### src/rtl/sb_msg_arbiter.sv
// Sideband message arbiter: two single-slot requesters share one sideband
// serializer, round-robin on contention, with a grant-to-done timeout.
package sb_msg_arbiter_pkg;
  localparam int unsigned MSG_W  = 4;
  localparam int unsigned DATA_W = 16;
  localparam int unsigned CNT_W  = 16;

  typedef struct packed {
    logic [MSG_W-1:0]  msg;
    logic [DATA_W-1:0] data;
  } sb_msg_t;
endpackage

module sb_msg_arbiter #(
  parameter logic [15:0] TIMEOUT = 16'd1000
) (
  input  logic        clk,
  input  logic        rst_n,
  input  logic        i_valid_a,
  input  logic [3:0]  i_msg_a,
  input  logic [15:0] i_data_a,
  input  logic        i_valid_b,
  input  logic [3:0]  i_msg_b,
  input  logic [15:0] i_data_b,
  output logic        o_busy_a,
  output logic        o_busy_b,
  output logic        o_busy_negedge_a,
  output logic        o_busy_negedge_b,
  output logic        o_sb_valid,
  output logic [3:0]  o_sb_msg,
  output logic [15:0] o_sb_data,
  input  logic        i_sb_ready,
  input  logic        i_sb_done,
  output logic        o_timeout,
  output logic        o_overrun
);
  import sb_msg_arbiter_pkg::*;

  typedef enum logic [1:0] {
    IDLE      = 2'd0,
    SEND      = 2'd1,
    WAIT_DONE = 2'd2
  } state_t;

  state_t             state_q, state_d;
  logic [1:0]         pend_q, pend_d;
  sb_msg_t [1:0]      slot_q, slot_d;
  logic               gnt_b_q, gnt_b_d;
  logic               last_b_q, last_b_d;
  logic [CNT_W-1:0]   cnt_q, cnt_d;
  logic               sb_valid_q, valid_d;
  sb_msg_t            pl_q, pl_d;
  logic [1:0]         neg_q, neg_d;
  logic               timeout_q, timeout_d;
  logic               overrun_q, overrun_d;

  logic               release_c;
  logic [CNT_W-1:0]   cnt_inc_c;
  logic               cnt_hit_c;
  logic [1:0]         req_v_c;
  sb_msg_t [1:0]      req_pl_c;

  assign cnt_inc_c   = cnt_q + 16'd1;
  assign cnt_hit_c   = (cnt_inc_c == (TIMEOUT - 16'd1));
  assign req_v_c     = {i_valid_b, i_valid_a};
  assign req_pl_c[0] = {i_msg_a, i_data_a};
  assign req_pl_c[1] = {i_msg_b, i_data_b};

  // State register
  always_ff @(posedge clk or negedge rst_n) begin
    if (!rst_n) begin
      state_q <= IDLE;
    end else begin
      state_q <= state_d;
    end
  end

  // Next state, grant, timeout and slot bookkeeping
  always_comb begin
    state_d   = state_q;
    pend_d    = pend_q;
    slot_d    = slot_q;
    gnt_b_d   = gnt_b_q;
    last_b_d  = last_b_q;
    cnt_d     = cnt_q;
    valid_d   = sb_valid_q;
    pl_d      = pl_q;
    neg_d     = 2'b00;
    timeout_d = 1'b0;
    overrun_d = overrun_q;
    release_c = 1'b0;

    case (state_q)
      IDLE: begin
        if (|pend_q) begin
          // The fairness pointer only moves when both requesters contend.
          gnt_b_d = pend_q[1] & (~pend_q[0] | ~last_b_q);
          if (&pend_q) begin
            last_b_d = gnt_b_d;
          end
          pl_d    = gnt_b_d ? slot_q[1] : slot_q[0];
          cnt_d   = '0;
          state_d = SEND;
        end
      end
      SEND: begin
        if (cnt_hit_c) begin
          release_c = 1'b1;
          timeout_d = 1'b1;
          valid_d   = 1'b0;
          state_d   = IDLE;
        end else if (sb_valid_q && i_sb_ready) begin
          valid_d = 1'b0;
          cnt_d   = cnt_inc_c;
          state_d = WAIT_DONE;
        end else begin
          valid_d = 1'b1;
          cnt_d   = cnt_inc_c;
        end
      end
      WAIT_DONE: begin
        if (i_sb_done) begin
          release_c = 1'b1;
          state_d   = IDLE;
        end else if (cnt_hit_c) begin
          release_c = 1'b1;
          timeout_d = 1'b1;
          state_d   = IDLE;
        end else begin
          cnt_d = cnt_inc_c;
        end
      end
      default: begin
        state_d = IDLE;
      end
    endcase

    if (release_c) begin
      pend_d[gnt_b_q] = 1'b0;
      neg_d[gnt_b_q]  = 1'b1;
    end

    // A slot freed on this edge may be refilled on the same edge.
    for (int i = 0; i < 2; i++) begin
      if (req_v_c[i]) begin
        if (pend_d[i]) begin
          overrun_d = 1'b1;
        end else begin
          pend_d[i] = 1'b1;
          slot_d[i] = req_pl_c[i];
        end
      end
    end
  end

  // Datapath and output registers
  always_ff @(posedge clk or negedge rst_n) begin
    if (!rst_n) begin
      pend_q     <= '0;
      slot_q     <= '0;
      gnt_b_q    <= 1'b0;
      last_b_q   <= 1'b1;
      cnt_q      <= '0;
      sb_valid_q <= 1'b0;
      pl_q       <= '0;
      neg_q      <= '0;
      timeout_q  <= 1'b0;
      overrun_q  <= 1'b0;
    end else begin
      pend_q     <= pend_d;
      slot_q     <= slot_d;
      gnt_b_q    <= gnt_b_d;
      last_b_q   <= last_b_d;
      cnt_q      <= cnt_d;
      sb_valid_q <= valid_d;
      pl_q       <= pl_d;
      neg_q      <= neg_d;
      timeout_q  <= timeout_d;
      overrun_q  <= overrun_d;
    end
  end

  assign o_busy_a         = pend_q[0];
  assign o_busy_b         = pend_q[1];
  assign o_busy_negedge_a = neg_q[0];
  assign o_busy_negedge_b = neg_q[1];
  assign o_sb_valid       = sb_valid_q;
  assign o_sb_msg         = pl_q.msg;
  assign o_sb_data        = pl_q.data;
  assign o_timeout        = timeout_q;
  assign o_overrun        = overrun_q;

endmodule

### config.mk
export PLATFORM = sky130hd
export DESIGN_NAME = sb_msg_arbiter
export DESIGN_NICKNAME = d
export VERILOG_FILES = /design/src/rtl/sb_msg_arbiter.sv
export SDC_FILE = /design/constraint.sdc
export NUM_CORES = 1
export LEC_CHECK = 0
export BUFFER_PORTS_ARGS = -buffer_cell sky130_fd_sc_hd__clkbuf_2
export CELL_PAD_IN_SITES_DETAIL_PLACEMENT = 0
export CELL_PAD_IN_SITES_GLOBAL_PLACEMENT = 1
export CORE_MARGIN = 2
export CORE_UTILIZATION = 40
export CTS_BUF_LIST = sky130_fd_sc_hd__clkbuf_16
export DETAILED_ROUTE_END_ITERATION = 7
export PLACE_DENSITY_LB_ADDON = 0.3
export SETUP_SLACK_MARGIN = 0.15
export SLEW_MARGIN = 20
export SYNTH_ARGS = -nofsm -noshare
export SYNTH_HDL_FRONTEND = slang
export SYNTH_SLANG_ARGS = --single-unit
### constraint.sdc
create_clock -name clk -period 3.51 [get_ports clk]
set_input_delay 0.351 -clock clk [delete_from_list [all_inputs] [get_ports clk]]
set_output_delay 0.351 -clock clk [all_outputs]
set_load 0.01 [all_outputs]
# Word level (Yosys, flattened, before mapping)
# Index checks and enable logic that the tools add are counted.
# Widths: inputs -> output; s select.
[word_totals]
mem_count = 0
mem_bits_rw = 0
rom_bits = 0
out_inout_bits = 27
in_bits = 46
regBits = 87
wordCells = 72
latchBits = 0
[classes]
n_eq_ne = 7
n_div = 0
order_cmp = 2
shift = 0
n_bitwise = 8
mux = 28
n_reduce_logical = 11
multipliers = 0
addsub = 1
[op_table]
columns = ["operator", "n"]
rows = [
  ["$mux 16", 3],
  ["$pmux 16 s3", 1],
  ["$mux 20", 1],
  ["$add 16x1->16 const B", 1],
  ["$eq 16x10->1 const B", 1],
  ["$mux 2", 7],
  ["$mux 1", 12],
  ["$ne 3x3->1 const B", 2],
  ["$pmux 2 s3", 1],
  ["$reduce_and 2->1", 3],
  ["$reduce_and 3->1", 2],
  ["$ne 2x2->1 const B", 2],
  ["$not 1->1", 4],
  ["$pmux 1 s2", 2],
  ["$reduce_and 4->1", 1],
  ["$reduce_bool 3->1", 1],
  ["$and 2x2->2", 1],
  ["$eq 2x1->1 const B", 1],
  ["$eq 2x2->1 const B", 1],
  ["$logic_and 1x1->1", 2],
  ["$logic_not 2->1", 1],
  ["$lt 1x2->1 const B", 1],
  ["$not 2->2", 1],
  ["$reduce_or 2->1", 1],
  ["4 further kinds", 4],
]

# Depth between registers and ports, before layout
# Gate-level depths: netlist of the first run.
[depth]
ltp_word = 11
depth_mapped = 12
mapped_depth_nobuf = 9

# Least setup slack after synthesis of the first run
# No wires, ideal clock.
[synth_path]
kind = "register -> register"
from = "reg cnt_q[1]"
to = "reg slot_q[0] in the netlist's numbering"
arrival_ns = 2.563
slack_ns = 0.821
period_less_slack_ns = 2.689
stages_incl_launch_ff = 12
required_time_ns = 3.385
setup_time_ns = 0.125
n_path_buf = 2
cell_sequence = "dfrtp_1 > ha_1 > clkbuf_1 > nor3b_1 > a31oi_1 > nor4b_1 > o2111ai_1 > a211oi_2 > o221a_2 > o21a_4 > buf_12 > mux2_4"
[synth_via]
elab_chain_len = 8
[synth_lines]
columns = ["element", "line_no", "text"]
rows = [
  ["start: declaration", "50", "logic [CNT_W-1:0] cnt_q, cnt_d;"],
  ["start signal: assignment", "174", "cnt_q <= cnt_d;"],
  ["$add 16x1->16 (*)", "63", "assign cnt_inc_c = cnt_q + 16'd1;"],
  ["$eq 16x10->1 (*)", "64", "assign cnt_hit_c = (cnt_inc_c == (TIMEOUT - 16'd1));"],
  ["$mux 1 (*)", "107, 125", ""],
  ["$mux 1", "122", "if (i_sb_done) begin"],
  ["$pmux 1 s2 (*)", "93", "case (state_q)"],
  ["$mux 2 (*)", "138", "if (release_c) begin"],
  ["$not 1->1 (no line) (*)", "--", ""],
  ["$reduce_and 2->1 (no line) (*)", "--", ""],
  ["end signal: assignment", "171", "slot_q <= slot_d;"],
  ["end: declaration", "47", "sb_msg_t [1:0] slot_q, slot_d;"],
]
# Mark *: on every way between the ends. The rest lies on a longest branch, timed or not.
# A chain may end at the register's enable or synchronous reset.

# Worst setup path after layout of the first run
[layout_path]
from = "reg cnt_q[0]"
to = "reg slot_q[2] in the netlist's numbering"
# Same word-level chain as after synthesis.

==> results.ini, run 1 <==
[synth]
ys_types = 64
yosysTopAreaCellShare = 0.498
synth.largest_area_cell = dfrtp_1
synth_top_family_by_area = multiplexers
yosys-top-cells-area = dfrtp_1 50%, mux2_4 14%, o21ai_0 5.0%
synth.yosys.seq_area_share = 0.504
synth_area_per_cell_sq_um = 11.8
synth-simple-area-share = 0.124
async_flop_share = 1.00
syn_area_sq_um = 4330
synth_nets = 418
synthFlopType = dfrtp_1
synth_mux_area_frac = 0.185
yosys-top-cells-count = 86 x dfrtp_1, 43 x o21ai_0, 40 x mux2_4, 40 x nand2_1, 20 x mux2i_1
synth-xor-area-share = 0.00607
ys_ff_latch = 87
synth-compound-area-share = 0.126
yosysWarnings = 0
synthAdderAreaFrac = 0.0145
synth_edf_count = 0
syn-instance-count = 367
yosysMostFrequentCell = dfrtp_1

[pwr]
vdd_drop_max_mv = 0.407
power_density_nw_per_um2 = 811
p_leak_uw = 0.00239

[routing]
ant_nets = 0
drtIter0Drc = 118
drc = 0
routed_via_density = 5.18
routedWlPerCell_um = 15.9
routed_wl_um = 9200
via_count = 3002
drt_pass1_iterations = 6

[timing]
hold_violations = 0
tns_ns = 0
maxSlewViolCount = 0
maxSlewHeadroom = 0.657
tightest_slew_ns = 0.515
period_share = 0.887
period_needed_ns = 3.11
fmax_mhz = 321
finalSetupViolations = 0
finalClockSkew_ns = 0.00826
rsz0062_at_grt = false

[setup_path]
required_ns = 3.72
critPathKind = reg -> reg
end_kind = flip-flop
arrival_ns = 3.32
path_max_fanout = 20
start_kind = flip-flop

[clock_network]
cts-resized-gates = 0
ctsRootBufferMaster = clkbuf_16
cts_tree = yes
clock-sinks = 87
cts_made_buffers = 9
cts_buffer_depth = 2
cts_max_level = 3
worstSkewPairLatency_ns = 0.33
clkTransAtPathRegs_ns = 0.07

[layout]
nNetsFinal = 491
syn_to_final_growth_pct = 18.2
final_area_sq_um = 5110
drive_gt1_frac = 0.347
antenna_cells = 0
nFillCells = 968

[floorplanning]
placementRows = 37
die_h_um = 108
coreArea_sq_um = 10400
fp.dieArea_sq_um = 11700
ioPinCount = 73
initial_core_util = 0.415
die_w_um = 108

[global_routing]
grt_pass1_wl_um = 15200
antenna_found_initial = 0
grt_max_degree = 42
grt_usage = 0.167
grt-ovfl-total = 0
grt_pass1_vias = 3046

[min_path]
hold_path_class = in -> reg

[run]
cap_viol_max_count = 0

[place]
hpwl_um = 6300
place_congestion = 0.801
port_buffers = 72
place_area_sq_um = 4810

[status]
status = complete, no violations

## path summary, 6_finish.rpt
kind	from	end	slack (ns)	cells after the start
setup reg to reg	cnt_q[0]	slot_q[2]	0.40	9
min in group asynchronous	rst_n	cnt_q[5]	0.41	2
setup / recovery	cnt_q[0]	slot_q[2]	0.40	9
hold reg to reg	o_sb_data[0]	o_sb_data[0]	0.48	2
max in group asynchronous	rst_n	cnt_q[11]	2.35	3
hold / removal	i_data_b[8]	slot_q[28]	0.25	2
## sequential cells by signal, indices dropped and copies added (netlist names)
register and cells:
o_sb_valid 1, slot_q 40, o_overrun 1, cnt_q 16, o_sb_data 16, o_sb_msg 4
last_b_q 1, pend_q 2, gnt_b_q 1, state_q 2, o_timeout 1, neg_q 2
## through the flow
stage               std cells  hold slack, ns   util  total power (uW)  worst slack, ns
global route              580           0.232  0.491              4460            0.166
CTS                       580           0.230  0.491              4210            0.378
detailed placement        564           0.217  0.462              3220            0.395
floorplan                 367          0.0554      -              2790            0.821
finish                    580           0.246  0.491              4150            0.398
global placement          564           0.215  0.462              3180            0.497
## power breakdown
part           internal (uW)  switching, uW
clock network            554            403
logic                    769            775
registers               1400            246
total                   2720           1420
## repair_timing
action                                 CTS  global route
endpoints found under the hold margin   11             0
hold buffers                             1             0
setup buffers                            0             0
## cells by family (layout without fill, tap and decap cells)
| kind of cell | after synthesis | in the layout |
|---|---|---|
| flip-flops | 87 | 87 |
| multiplexers | 60 | 60 |
| AO/OA/AOI/OAI | 82 | 82 |
| XOR/XNOR | 3 | 3 |
| AND/OR/NAND/NOR | 102 | 102 |
| buffers and inverters | 28 | 105 |
| adder cells (fa/ha/maj) | 5 | 5 |
## worst max-delay path, cell delays in order (launching register included)
cell      delay [ns]
dfrtp_1         0.35
ha_1            0.39
nand3_1         0.18
nor4_4          0.31
and4_1          0.27
o211ai_2        0.11
a21oi_1         0.34
o221a_2         0.30
o21a_4          0.39
mux2_4          0.34
## metal layers
metal / vias up / routed length, um / global-route usage
met5: - / 0 / 0
met4: 0 / 35 / 0.0430
met3: 2 / 353 / 0.0392
met2: 65 / 4420 / 0.268
met1: 1470 / 4390 / 0.230
li1: 1465 / - / -
## cell usage in the layout, fill, tap and decap left out, drive strengths merged, types with 3 or more instances in the layout
cell type  netlist  final
o41ai            3      3
and2             4      4
nor4             5      5
o21ai           44     44
mux2            40     40
a22o             3      3
inv              7      9
nand2           41     41
clkbuf          11     80
mux2i           20     20
dfrtp           86     86
nand3            9      9
a31oi            4      4
ha               5      5
xnor2            3      3
buf             10     11
nand4            5      5
a21oi            5      5
nor2            17     17
nand2b           3      3
## final cells by class
class / instances / area, sq um / area share
flip-flops and latches: 87 / 2180 / 0.426
repair buffers: 83 / 460 / 0.0901
clock buffers: 9 / 225 / 0.0441
inverters: 7 / 26.3 / 0.00514
clock inverters: 6 / 70.1 / 0.0137
multi-input cells: 252 / 1980 / 0.388
well taps: 136 / 170 / 0.0333
Power figures use the tool's default switching activity.
==> run 2: changes to the inputs <==
--- a/config.mk
+++ b/config.mk
@@ -9,7 +9,7 @@
 export CELL_PAD_IN_SITES_DETAIL_PLACEMENT = 0
 export CELL_PAD_IN_SITES_GLOBAL_PLACEMENT = 1
 export CORE_MARGIN = 2
-export CORE_UTILIZATION = 40
+export CORE_UTILIZATION = 35
 export CTS_BUF_LIST = sky130_fd_sc_hd__clkbuf_16
 export DETAILED_ROUTE_END_ITERATION = 7
 export PLACE_DENSITY_LB_ADDON = 0.3
==> run 2 against run 1 <==
The flow now finishes with violations (hold timing). Clock power shrank 1%. Non-clock buffer count grew 1. Flip-flop and latch count is the same. Hold slack lost 0.25 ns. Total power shrank 0.26%. Core utilization shrank 6.4 points. Cell count grew 5.9%. Design area grew 0.78%. Critical path type unchanged. Critical endpoint is now slot_q[1].
==> results.ini, run 2 (synthesis results as in run 1) <==
[global_routing]
grt_usage = 0.155  ; was 0.167
grt_max_degree = 39  ; was 42
grt_pass1_wl_um = 16000  ; was 15,200 um
antenna_found_initial = 0  ; unchanged
grt-ovfl-total = 0  ; unchanged
grt_pass1_vias = 3129  ; was 3,046

[min_path]
hold_path_class = in -> async  ; was in -> reg

[floorplanning]
die_h_um = 115  ; was 108 um
fp.dieArea_sq_um = 13300  ; was 11,700 sq um
initial_core_util = 0.359  ; was 0.415
ioPinCount = 73  ; unchanged
coreArea_sq_um = 12100  ; was 10,400 sq um
die_w_um = 115  ; was 108 um
placementRows = 40  ; was 37

[run]
cap_viol_max_count = 0  ; unchanged

[layout]
antenna_cells = 0  ; unchanged
layout_common_cells = 86 x dfrtp_1, 71 x clkbuf_2, 43 x o21ai_0  ; unchanged
nNetsFinal = 492  ; was 491
seqCellArea_sq_um = 2180  ; unchanged
final_common_cell = dfrtp_1  ; unchanged
nFillCells = 1160  ; was 968
syn_to_final_growth_pct = 19.1  ; was 18.2%
multi_input_area_sq_um = 1980  ; unchanged
largest_reg_flops = 40  ; unchanged
largest_register = slot_q  ; unchanged
drive_gt1_frac = 0.345  ; was 0.347

[timing]
timing.final.ws_setup_ns = 0.481  ; was 0.398 ns
maxSlewViolCount = 0  ; unchanged
period_needed_ns = 3.03  ; was 3.11 ns
maxSlewHeadroom = 0.404  ; was 0.657
rsz0062_at_grt = false  ; unchanged
finalClockSkew_ns = 0.00829  ; was 0.00826 ns
period_share = 0.863  ; was 0.887
hold_violations = 7  ; was 0
finalSetupViolations = 0  ; unchanged
tns_ns = 0  ; unchanged
tightest_slew_ns = 0.889  ; was 0.515 ns
hold_ws_ns = -0.00581  ; was 0.246 ns
fmax_mhz = 330  ; was 321 MHz

[place]
dp_worst_setup_slack_ns = 0.455  ; was 0.395 ns
hpwl_um = 6660  ; was 6300 um
place_congestion = 0.789  ; was 0.801
port_buffers = 72  ; unchanged

[routing]
drc = 0  ; unchanged
ant_nets = 0  ; unchanged
routed_via_density = 4.90  ; was 5.18
routed_wl_um = 9490  ; was 9200 um
routedWlPerCell_um = 15.5  ; was 15.9 um
drt_pass1_iterations = 4  ; was 6
via_count = 3009  ; was 3,002
drtIter0Drc = 112  ; was 118

[pwr]
power_density_nw_per_um2 = 803  ; was 811 nW/um^2
p_total_uw = 4140  ; was 4150 uW
vdd_drop_max_mv = 0.371  ; was 0.407 mV
p_leak_uw = 0.00240  ; was 0.00239 uW

[clock_network]
cts_buffer_depth = 2  ; unchanged
worstSkewPairLatency_ns = 0.34  ; was 0.33 ns
clock-sinks = 87  ; unchanged
cts_max_level = 3  ; unchanged
cts-resized-gates = 0  ; unchanged
clkTransAtPathRegs_ns = 0.06  ; was 0.07 ns
cts_tree = yes  ; unchanged
post_cts_buffers = 0  ; unchanged
ctsRootBufferMaster = clkbuf_16  ; unchanged
holdBufCountCts = 0  ; was 1
cts_made_buffers = 9  ; unchanged

[setup_path]
path_cells = ha_1, nand3_1, nor4_4, and4_1, o211ai_2, a21oi_1, o221a_2, o21a_4, buf_4, mux2_4  ; was ha_1, nand3_1, nor4_4, and4_1, o211ai_2, a21oi_1, o221a_2, o21a_4, mux2_4
path_delay_family = compound AO/OA/AOI/OAI gates  ; unchanged
critPathKind = reg -> reg  ; unchanged
path_max_fanout = 12  ; was 20
start_kind = flip-flop  ; unchanged
cp_slowest_cell = ha_1  ; unchanged
crit_buf_inv = 1  ; was 0
critPathMaxStageDelay_ns = 0.37  ; was 0.39 ns
arrival_ns = 3.25  ; was 3.32 ns
end_kind = flip-flop  ; unchanged
required_ns = 3.73  ; was 3.72 ns

[status]
status = finished, violations left  ; was complete, no violations
violations = hold timing

-- run 2: worst paths after layout --
check / startpoint / to / slack (ns) / cells after the start
setup / recovery: cnt_q[1] / slot_q[1] / 0.48 / 10
max in group asynchronous: rst_n / last_b_q / 2.76 / 2
setup reg to reg: cnt_q[1] / slot_q[1] / 0.48 / 10
hold reg to reg: o_sb_data[3] / o_sb_data[3] / 0.48 / 2
hold / removal: rst_n / cnt_q[0] / -0.006 / 1
min in group clk: i_data_a[15] / slot_q[15] / 0.24 / 2
-- run 2: metal layers --
metal	global-route usage	vias up	share of wire
met5	0	-	0
met4	0.0530	0	0.016
met3	0.0390	15	0.047
met2	0.240	66	0.46
met1	0.212	1462	0.47
li1	-	1466	-
-- run 2: power by group --
part	leakage (uW)	switching, uW	internal, uW
Sequential	0.00109	246	1400
Combinational	0.00116	776	772
Clock	0.000142	396	547
-- run 2: through the flow --
stage | cell area (sq um) | util | instances | hold slack, ns
6_report | 5150 | 0.427 | 614 | -0.00581
2_1_floorplan | 4330 | - | 367 | 0.0554
5_1_grt | 5150 | 0.427 | 614 | 0.0241
3_5_place_dp | 4860 | 0.403 | 598 | 0.373
3_3_place_gp | 4860 | 0.403 | 598 | 0.371
4_1_cts | 5150 | 0.427 | 614 | 0.00556
-- run 2: final cells by class --
class / instances / share of cell area
timing repair buffer: 84 / 0.0903
clock inverter: 7 / 0.0126
clock buffer: 9 / 0.0437
sequential: 87 / 0.423
inverter: 7 / 0.00510
tap: 168 / 0.0408
multi-input combinational: 252 / 0.385
-- run 2: worst register-to-register path, cell delays in order (launching register included) --
cell	delay [ns]
dfrtp_1	0.35
ha_1	0.37
nand3_1	0.17
nor4_4	0.31
and4_1	0.26
o211ai_2	0.11
a21oi_1	0.33
o221a_2	0.30
o21a_4	0.13
buf_4	0.25
mux2_4	0.33
